<file path="src/rtl/apb_master_arbiter.sv">
// ---------------------------------------------------------------------------
// apb_master_arbiter
//   Shares one APB slave port between NREQ local requesters. A round-robin
//   arbiter picks at most one pending request per arbitration cycle. The
//   winner's address, data and direction are latched, and the transfer is run
//   through the APB SETUP and ACCESS phases. Completion is reported back on
//   rsp_*. All outputs are registered.
//
//   Optional build macro: APB_TIMEOUT_EN
//     When this macro is defined, an ACCESS phase that sees no PREADY for
//     TIMEOUT cycles is abandoned and reported with rsp_err=1. When it is not
//     defined, ACCESS waits indefinitely and rsp_err is tied to 0.
//
// Ports
//   PCLK, PRESET            clock (rising edge), synchronous active-low reset
//   req/req_write           per-requester request and direction (1 = write)
//   req_addr/req_wdata      flattened per-requester address/data, [i*W +: W]
//   gnt                     one-hot single-cycle pulse: request latched
//   rsp_valid/id/rdata/err  single-cycle completion report
//   PSEL..PWDATA            APB master outputs
//   PREADY, PRDATA          APB slave responses
// ---------------------------------------------------------------------------
module apb_master_arbiter #(
   parameter int  NREQ    = 4,
   parameter int  AW      = 32,
   parameter int  DW      = 32,
   parameter int  TIMEOUT = 16,
   localparam int IDW     = (NREQ > 1) ? $clog2(NREQ) : 1
) (
   input  logic               PCLK,
   input  logic               PRESET,
   input  logic [NREQ-1:0]    req,
   input  logic [NREQ-1:0]    req_write,
   input  logic [NREQ*AW-1:0] req_addr,
   input  logic [NREQ*DW-1:0] req_wdata,
   output logic [NREQ-1:0]    gnt,
   output logic               rsp_valid,
   output logic [IDW-1:0]     rsp_id,
   output logic [DW-1:0]      rsp_rdata,
   output logic               rsp_err,
   output logic               PSEL,
   output logic               PENABLE,
   output logic [AW-1:0]      PADDR,
   output logic               PWRITE,
   output logic [DW-1:0]      PWDATA,
   input  logic               PREADY,
   input  logic [DW-1:0]      PRDATA
);

   if (NREQ < 2 || NREQ > 8 || TIMEOUT < 1) begin : g_param_chk
      $error("apb_master_arbiter: NREQ must be 2..8 and TIMEOUT >= 1");
   end

   typedef enum logic [1:0] {S_IDLE, S_SETUP, S_ACCESS} state_t;

   state_t              state_q, state_d;
   logic [IDW-1:0]      ptr_q, ptr_d;       // highest-priority requester
   logic [IDW-1:0]      owner_q, owner_d;   // requester of the transfer in flight
   logic [NREQ-1:0]     gnt_q, gnt_d;
   logic                rsp_valid_q, rsp_valid_d;
   logic [IDW-1:0]      rsp_id_q, rsp_id_d;
   logic [DW-1:0]       rsp_rdata_q, rsp_rdata_d;
   logic                psel_q, psel_d;
   logic                penable_q, penable_d;
   logic [AW-1:0]       paddr_q, paddr_d;
   logic                pwrite_q, pwrite_d;
   logic [DW-1:0]       pwdata_q, pwdata_d;

`ifdef APB_TIMEOUT_EN
   localparam int CW = $clog2(TIMEOUT + 1);
   logic [CW-1:0]       cnt_q, cnt_d;
   logic                rsp_err_q, rsp_err_d;
`endif

   // Packed per-requester views of the flattened buses.
   logic [NREQ-1:0][AW-1:0] addr_v;
   logic [NREQ-1:0][DW-1:0] wdata_v;
   assign addr_v  = req_addr;
   assign wdata_v = req_wdata;

   // Round-robin search: the first set req bit at or above ptr_q, wrapping.
   logic           found;
   logic [IDW-1:0] win;
   logic [IDW-1:0] idx;
   int             sum;
   always_comb begin
      found = 1'b0;
      win   = '0;
      idx   = '0;
      sum   = 0;
      for (int k = 0; k < NREQ; k++) begin
         sum = int'(ptr_q) + k;
         if (sum >= NREQ) sum = sum - NREQ;
         idx = IDW'(sum);
         if (!found && req[idx]) begin
            found = 1'b1;
            win   = idx;
         end
      end
   end

   always_comb begin
      state_d     = state_q;
      ptr_d       = ptr_q;
      owner_d     = owner_q;
      gnt_d       = '0;
      rsp_valid_d = 1'b0;
      rsp_id_d    = rsp_id_q;
      rsp_rdata_d = rsp_rdata_q;
      psel_d      = psel_q;
      penable_d   = penable_q;
      paddr_d     = paddr_q;
      pwrite_d    = pwrite_q;
      pwdata_d    = pwdata_q;
`ifdef APB_TIMEOUT_EN
      cnt_d       = cnt_q;
      rsp_err_d   = 1'b0;
`endif
      case (state_q)
         S_IDLE: begin
            psel_d    = 1'b0;
            penable_d = 1'b0;
            if (found) begin
               gnt_d[win] = 1'b1;
               paddr_d    = addr_v[win];
               pwdata_d   = wdata_v[win];
               pwrite_d   = req_write[win];
               owner_d    = win;
               ptr_d      = (win == IDW'(NREQ - 1)) ? '0 : win + 1'b1;
               psel_d     = 1'b1;
               state_d    = S_SETUP;
            end
         end
         S_SETUP: begin
            penable_d = 1'b1;
            state_d   = S_ACCESS;
`ifdef APB_TIMEOUT_EN
            cnt_d     = '0;
`endif
         end
         S_ACCESS: begin
            if (PREADY) begin
               rsp_valid_d = 1'b1;
               rsp_id_d    = owner_q;
               rsp_rdata_d = pwrite_q ? '0 : PRDATA;
               psel_d      = 1'b0;
               penable_d   = 1'b0;
               state_d     = S_IDLE;
            end
`ifdef APB_TIMEOUT_EN
            // This is the TIMEOUT-th stalled cycle, so abandon the transfer.
            // PREADY takes priority above, so a response on this same edge still
            // completes normally.
            else if (cnt_q == CW'(TIMEOUT - 1)) begin
               rsp_valid_d = 1'b1;
               rsp_err_d   = 1'b1;
               rsp_id_d    = owner_q;
               rsp_rdata_d = '0;
               psel_d      = 1'b0;
               penable_d   = 1'b0;
               state_d     = S_IDLE;
            end else begin
               cnt_d = cnt_q + 1'b1;
            end
`endif
         end
         default: state_d = S_IDLE;
      endcase
   end

   always_ff @(posedge PCLK) begin
      if (!PRESET) begin
         state_q     <= S_IDLE;
         ptr_q       <= '0;
         owner_q     <= '0;
         gnt_q       <= '0;
         rsp_valid_q <= 1'b0;
         rsp_id_q    <= '0;
         rsp_rdata_q <= '0;
         psel_q      <= 1'b0;
         penable_q   <= 1'b0;
         paddr_q     <= '0;
         pwrite_q    <= 1'b0;
         pwdata_q    <= '0;
`ifdef APB_TIMEOUT_EN
         cnt_q       <= '0;
         rsp_err_q   <= 1'b0;
`endif
      end else begin
         state_q     <= state_d;
         ptr_q       <= ptr_d;
         owner_q     <= owner_d;
         gnt_q       <= gnt_d;
         rsp_valid_q <= rsp_valid_d;
         rsp_id_q    <= rsp_id_d;
         rsp_rdata_q <= rsp_rdata_d;
         psel_q      <= psel_d;
         penable_q   <= penable_d;
         paddr_q     <= paddr_d;
         pwrite_q    <= pwrite_d;
         pwdata_q    <= pwdata_d;
`ifdef APB_TIMEOUT_EN
         cnt_q       <= cnt_d;
         rsp_err_q   <= rsp_err_d;
`endif
      end
   end

   assign gnt       = gnt_q;
   assign rsp_valid = rsp_valid_q;
   assign rsp_id    = rsp_id_q;
   assign rsp_rdata = rsp_rdata_q;
   assign PSEL      = psel_q;
   assign PENABLE   = penable_q;
   assign PADDR     = paddr_q;
   assign PWRITE    = pwrite_q;
   assign PWDATA    = pwdata_q;
`ifdef APB_TIMEOUT_EN
   assign rsp_err   = rsp_err_q;
`else
   assign rsp_err   = 1'b0;
`endif

endmodule

</file>
<file path="config.mk">
export PLATFORM = sky130hd
export DESIGN_NAME = apb_master_arbiter
export DESIGN_NICKNAME = d
export VERILOG_FILES = /design/src/rtl/apb_master_arbiter.sv
export SDC_FILE = /design/constraint.sdc
export NUM_CORES = 1
export LEC_CHECK = 0
export ABC_AREA = 0
export CAP_MARGIN = 20
export CORE_AREA = 2 2 156 158
export CTS_CLUSTER_SIZE = 20
export DETAILED_ROUTE_END_ITERATION = 8
export DIE_AREA = 0 0 158 160
export HOLD_SLACK_MARGIN = 0.05
export SLEW_MARGIN = 20
export SYNTH_ARGS = -nofsm -noshare
export SYNTH_HDL_FRONTEND = slang
export SYNTH_SLANG_ARGS = --single-unit
</file>
<file path="constraint.sdc">
create_clock -name PCLK -period 5.19 [get_ports PCLK]
set_clock_uncertainty 0.2 [all_clocks]
set_input_delay 1.038 -clock PCLK [delete_from_list [all_inputs] [get_ports PCLK]]
set_output_delay 1.038 -clock PCLK [all_outputs]
set_load 0.02 [all_outputs]
</file>
# ---- Word level (Yosys, flattened, before mapping)
# Index checks and enable logic that the tools add are counted.
dict set report classes {
  n_addsub 8
  order_cmp 10
  eq_ne 5
  mux 38
  n_reduce_logical 17
}
# cell count
set op_table {}
lappend op_table {{32-bit binary-select mux with 2-bit select} 2}
lappend op_table {{32-bit two-way mux} 3}
lappend op_table {{2-bit two-way mux} 11}
lappend op_table {{2-bit by 3-bit less-than comparator with 1-bit output, second input constant} 5}
lappend op_table {{1-bit two-way mux} 13}
lappend op_table {{2-bit AND reduction} 6}
lappend op_table {{1-bit binary-select mux with 2-bit select} 5}
lappend op_table {{3-bit greater-or-equal comparator, second input constant} 3}
lappend op_table {{2-bit by 1-bit subtractor with 2-bit output, second input constant} 4}
lappend op_table {{2-bit by 2-bit adder with 3-bit output, second input constant} 2}
lappend op_table {{2-bit case mux with 3 select lines} 1}
lappend op_table {{2-bit == test, second input constant} 2}
lappend op_table {{1-bit logical AND} 4}
lappend op_table {{2-bit inequality test, second input constant} 2}
lappend op_table {{2-bit by 1-bit adder with 3-bit output, second input constant} 1}
lappend op_table {{2-bit by 3-bit greater-or-equal comparator with 1-bit output, second input constant} 1}
lappend op_table {{1-bit logical NOT} 3}
lappend op_table {{1-bit case mux with 3 select lines} 1}
lappend op_table {{3-bit AND reduction} 1}
lappend op_table {{3-bit nonzero test} 1}
lappend op_table {{2-bit by 1-bit adder with 2-bit output, second input constant} 1}
lappend op_table {{1-bit demux with 2-bit select} 1}
lappend op_table {{2-bit by 1-bit == test with 1-bit output, second input constant} 1}
lappend op_table {{2-bit by 1-bit greater-or-equal comparator with 1-bit output, second input constant} 1}
lappend op_table {{other kinds (3)} 3}
dict set report totals {
  register_bits 112
  inputBits 299
  elab_cells 90
}

# ---- Depth between registers and ports, before layout
dict set report logic_depth {
  word_depth 18
  mapped_depth 8
  ltp_nobuf 6
}

# ---- Least setup slack after synthesis
# OpenSTA, ideal clock, no wires.
dict set report synth_timing {
  path_type {input to register}
  start {input req[2]}
  end {register ptr_q[1]}
  setup_ps 87
  arrival_ps 2429
  required_ps 4903
  slack_ps 2474
  path_stages 7
  path_cell_list {nor2b_1 > a221o_1 > and2_1 > buf_2 > buf_2 > ha_1 > a211oi_1}
}
dict set report synth_between {
  elab_chain_len 14
  elab_cells_between_ends 26
  cone_classes {add/sub: 1; eq/ne: 1; mux: 17; reduce/logical: 7}
}
# item line
set synth_lines {}
lappend synth_lines {{start: declaration} 32} ;# input logic [NREQ-1:0] req,
lappend synth_lines {{1-bit binary-select mux with 2-bit select} 95} ;# if (!found && req[idx]) begin
lappend synth_lines {{1-bit two-way mux (not written as such)} 95}
lappend synth_lines {{1-bit two-way mux} 95}
lappend synth_lines {{1-bit logical NOT} 95}
lappend synth_lines {{1-bit logical AND} 95}
lappend synth_lines {{1-bit two-way mux} 95}
lappend synth_lines {{1-bit logical NOT} 95}
lappend synth_lines {{1-bit logical AND} 95}
lappend synth_lines {{1-bit two-way mux} 95}
lappend synth_lines {{1-bit logical NOT} 95}
lappend synth_lines {{1-bit logical AND} 95}
lappend synth_lines {{2-bit two-way mux} 95}
lappend synth_lines {{2-bit by 1-bit adder with 2-bit output or 2-bit == test (tied branches)} 129} ;# ptr_d = (win == IDW'(NREQ - 1)) ? '0 : win + 1'b1;
lappend synth_lines {{2-bit two-way mux} 129}
lappend synth_lines {{end signal: assignment} 191} ;# ptr_q <= ptr_d;
lappend synth_lines {{end: declaration} 57} ;# logic [IDW-1:0] ptr_q, ptr_d;
# Several ways; a longest one is shown, not always the timed one. The select of a mux whose other input is x is not followed.
# A chain may end at the register's enable or synchronous reset.

# ---- Worst setup path after layout
dict set report layout_timing {
  start {input req[2]}
  end {register paddr_q[11] (netlist: PADDR[11])}
}
dict set report layout_between {
  elab_chain_len 14
  elab_cells_between_ends 25
  cone_classes {mux: 18; reduce/logical: 7}
}
# item line
set layout_lines {}
lappend layout_lines {{1-bit binary-select mux with 2-bit select} 95}
lappend layout_lines {{1-bit two-way mux (not written as such)} 95}
lappend layout_lines {{1-bit two-way mux} 95}
lappend layout_lines {{1-bit logical NOT} 95}
lappend layout_lines {{1-bit logical AND} 95}
lappend layout_lines {{1-bit two-way mux} 95}
lappend layout_lines {{1-bit logical NOT} 95}
lappend layout_lines {{1-bit logical AND} 95}
lappend layout_lines {{1-bit two-way mux} 95}
lappend layout_lines {{1-bit logical NOT} 95}
lappend layout_lines {{1-bit logical AND} 95}
lappend layout_lines {{2-bit two-way mux} 95}
lappend layout_lines {{32-bit binary-select mux with 2-bit select} 125} ;# paddr_d = addr_v[win];
lappend layout_lines {{32-bit two-way mux (not written as such)} 125}
lappend layout_lines {{end signal: assignment} 199} ;# paddr_q <= paddr_d;
lappend layout_lines {{end: declaration} 65} ;# logic [AW-1:0] paddr_q, paddr_d;
# Several ways; a longest one is shown, not always the timed one. The select of a mux whose other input is x is not followed.

==> run metrics <==
Avg Cell Area, Syn between 8 and 9 um2; IO buf count slightly above 400; cell count of the worst reg-to-reg path 6; fraction of layout instances using a drive strength above 1 0.03707; largest net degree at the start of global routing 54; initial core utilization 0.2448; crit-path max FO 53; max_slew headroom 0.4923; CP cell instances clkdlybuf4s50_1 > nor2b_1 > a221o_4 > and2_4 > buf_12 > mux2i_1 > o211ai_1; Placeable Area 23820 um2; RSZ-0062 raised after global routing no; Register Area roughly 2200 um2; Crit. path cell count 7; crit start category input port; leakage power approximately 4 nW; Fin Setup TNS 0 ns; mux share of post-synthesis cell area 0.1201; final setup fails 0; Die Ht 160 um; largest family of logic cells by synthesized area compound AO/OA/AOI/OAI gates; CP delay by family, top simple AND/OR/NAND/NOR gates; fin crit share 0.7115; 1st-iter DRT viols 260; CTS tree built; total iterations of the first detailed-routing run 5; worst hold path type reg2reg; status finished, final reports clean; grt ovf 0; post-synthesis net count between 900 and 1000; global-route wire length before repair around 35000 um; Max Clock Freq about 270 MHz; Worst Setup End Kind register; EDFF count, synth 0; Clock Pin Slew Worst Setup and Hold Paths about 0.090 ns; Peak VDD IR roughly 150 uV; DIE AREA 25280 um2; synthesis-to-layout area growth 78.48%; number of fill cells in the layout 2430; Post-CTS Hold Fix Bufs 0; WP data required about 5.2 ns; Die W between 150 and 200 um; sequential cell area fraction in the yosys report 0.3845; Placement Cell Area 10080 um2; Post-Synth Simple-Gate Area 0.1403; register bit total from synthesis ~110; ant diodes 0; max incr delay on CP 0.73 ns; Yosys Warn Count 0; Primary FF master, synth dfxtp_1; CTS H-tree lvls 3; Hold Fails Final Rpt 0; Max-Cap Viols 0; DRC viols 0; worst r2r src ptr_q[0]; Mapped Area between 5000 and 6000 um2; Final Critical Period 3.693 ns; Unique masters post-synth 34; Worst Setup SP req[2]; maximum root-to-sink buffer count 2; WL/cell about 17 um; Placer Congestion between 0.8 and 0.9; Final Max Tran Viols 0; All-Layer GR Usage 0.1781; r2r setup slk about 2.5 ns; Worst path slowest cell and2_4; FP Rows 57; vias in the first global route approximately 6300; Routed Antenna Nets 0; post-route cell area about 10000 um2; ys async rst share 0; CTS Buf Count 9; Via density around 4.7; actual slew at the worst max-slew pin between 0.7 and 0.8 ns; WL final ~24000 um; Mapped Cells between 600 and 700; CP bufs+invs 2; Clock Root Buffer clkbuf_16; total power ~0.0030 W; Clock Sinks roughly 110; post-CTS setup buffers 0; Power per Cell Area ~280 nW/um2; hpwl dp between 15000 and 20000 um; antenna violations before repair 0; critical path class in2reg; Post-Synth XOR/XNOR Area 0; clock latency at the later pin of the worst-skew pair about 0.36 ns; multi-input logic area ~3200 um2; Data arrival, critical path between 3 and 4 ns; I/O Pins approximately 410; # nets final 1321; Critical Path End PADDR[11]; Synth Area in Adders 0.004291; Reg2Reg Capture Point PADDR[11]; Compound-Gate Fraction of Synth Area 0.2843; post_cts resized 0; Via Count 6372
[cells in the final DEF (no fill, tap or decap), drive strengths merged]
cell type,instances
a21oi,2
inv,12
clkinv,3
mux2i,70
or4,1
a221o,1
and3,65
a21boi,65
nor2,12
clkdlybuf4s50,404
nand3b,2
and2,5
o221ai,1
o211ai,65
nor2b,3
a22oi,1
a211oi,2
or3,1
nand3,1
nor3,3
ha,2
clkbuf,9
o21ai,66
conb,1
a21o,1
a22o,32
buf,14
dfxtp,112
o21bai,1
nand2,68
[cell families (layout without fill, tap and decap cells)]
logic type,count (synthesis),after routing
other cells,1,1
flops,112,112
simple gates,161,161
fa+ha+maj,2,2
buf+inv,74,442
compound gates,237,237
mux,70,70
[routing by layer]
metal	track usage	vias to the layer above	routed length (um)
met5	0	-	0
met4	0.04955	0	452
li1	-	3139	-
met2	0.3217	267	11530
met1	0.2045	2935	9522
met3	0.04749	31	2000
[cell type report]
cell class,instances,share of cell area
multi-input combinational,471,0.3118
tap,324,0.03895
sequential,112,0.2154
timing repair buffer,418,0.3998
clock inverter,7,0.009496
inverter,8,0.002885
clock buffer,9,0.02164
[synthesized netlist by cell type, types with 9 or more instances]
cell type  instances  area [um2]
a21boi_0          65       488.0
clkbuf_1          40       150.1
nor2_1            11       41.29
dfxtp_1          112        2242
o211ai_1          65       488.0
a22o_1            32       280.3
o21ai_0           57       285.3
o21ai_1            9       45.04
buf_6              9       101.4
buf_2             10       50.05
mux2i_1           70       700.7
and3_1            65       406.6
nand2_1           68       255.2
[metrics by stage]
step | worst slack [ns] | hold slack, ns | util | instances
floorplan | 2.474 | 0.2596 | - | 657
global placement | 1.154 | 0.2608 | 0.4234 | 1333
detailed placement | 1.072 | 0.2632 | 0.4234 | 1333
CTS | 1.478 | 0.2906 | 0.4370 | 1349
global route | 1.261 | 0.3042 | 0.4370 | 1349
finish | 1.497 | 0.2856 | 0.4370 | 1349
[worst register-to-register path, cell delays in order (launching register included)]
cell and delay [ns]:
dfxtp_1 0.40, nor2b_1 0.11, o21bai_4 0.43, and2_4 0.75
buf_12 0.33, mux2i_1 0.27, o211ai_1 0.09
[worst min-delay path by stage]
stage,startpoint,endpoint,slack (ns),cells after the start
2_1_floorplan,owner_q[0],owner_q[0],0.26,2
3_3_place_gp,rsp_rdata[1],rsp_rdata[1],0.26,1
3_5_place_dp,rsp_rdata[29],rsp_rdata[29],0.26,1
4_1_cts,rsp_rdata[29],rsp_rdata[29],0.29,1
5_1_grt,rsp_rdata[30],rsp_rdata[30],0.30,1
6_report,rsp_rdata[29],rsp_rdata[29],0.29,1
[sequential cells by signal (all words and copies together) (netlist names)]
register   cells
owner_q        2
rsp_rdata     32
ptr_q          2
rsp_id         2
PWDATA        32
PWRITE         1
PADDR         32
state_q        2
PENABLE        1
rsp_valid      1
PSEL           1
gnt            4
[where the power goes]
group          switching (W)  internal, W  leakage, nW  total, W
Combinational       0.000548     0.000592         2.91   0.00114
Sequential         0.0000722     0.000979        0.918   0.00105
Clock               0.000414     0.000359        0.156  0.000773
No activity file was read; power rests on OpenSTA's default activity.
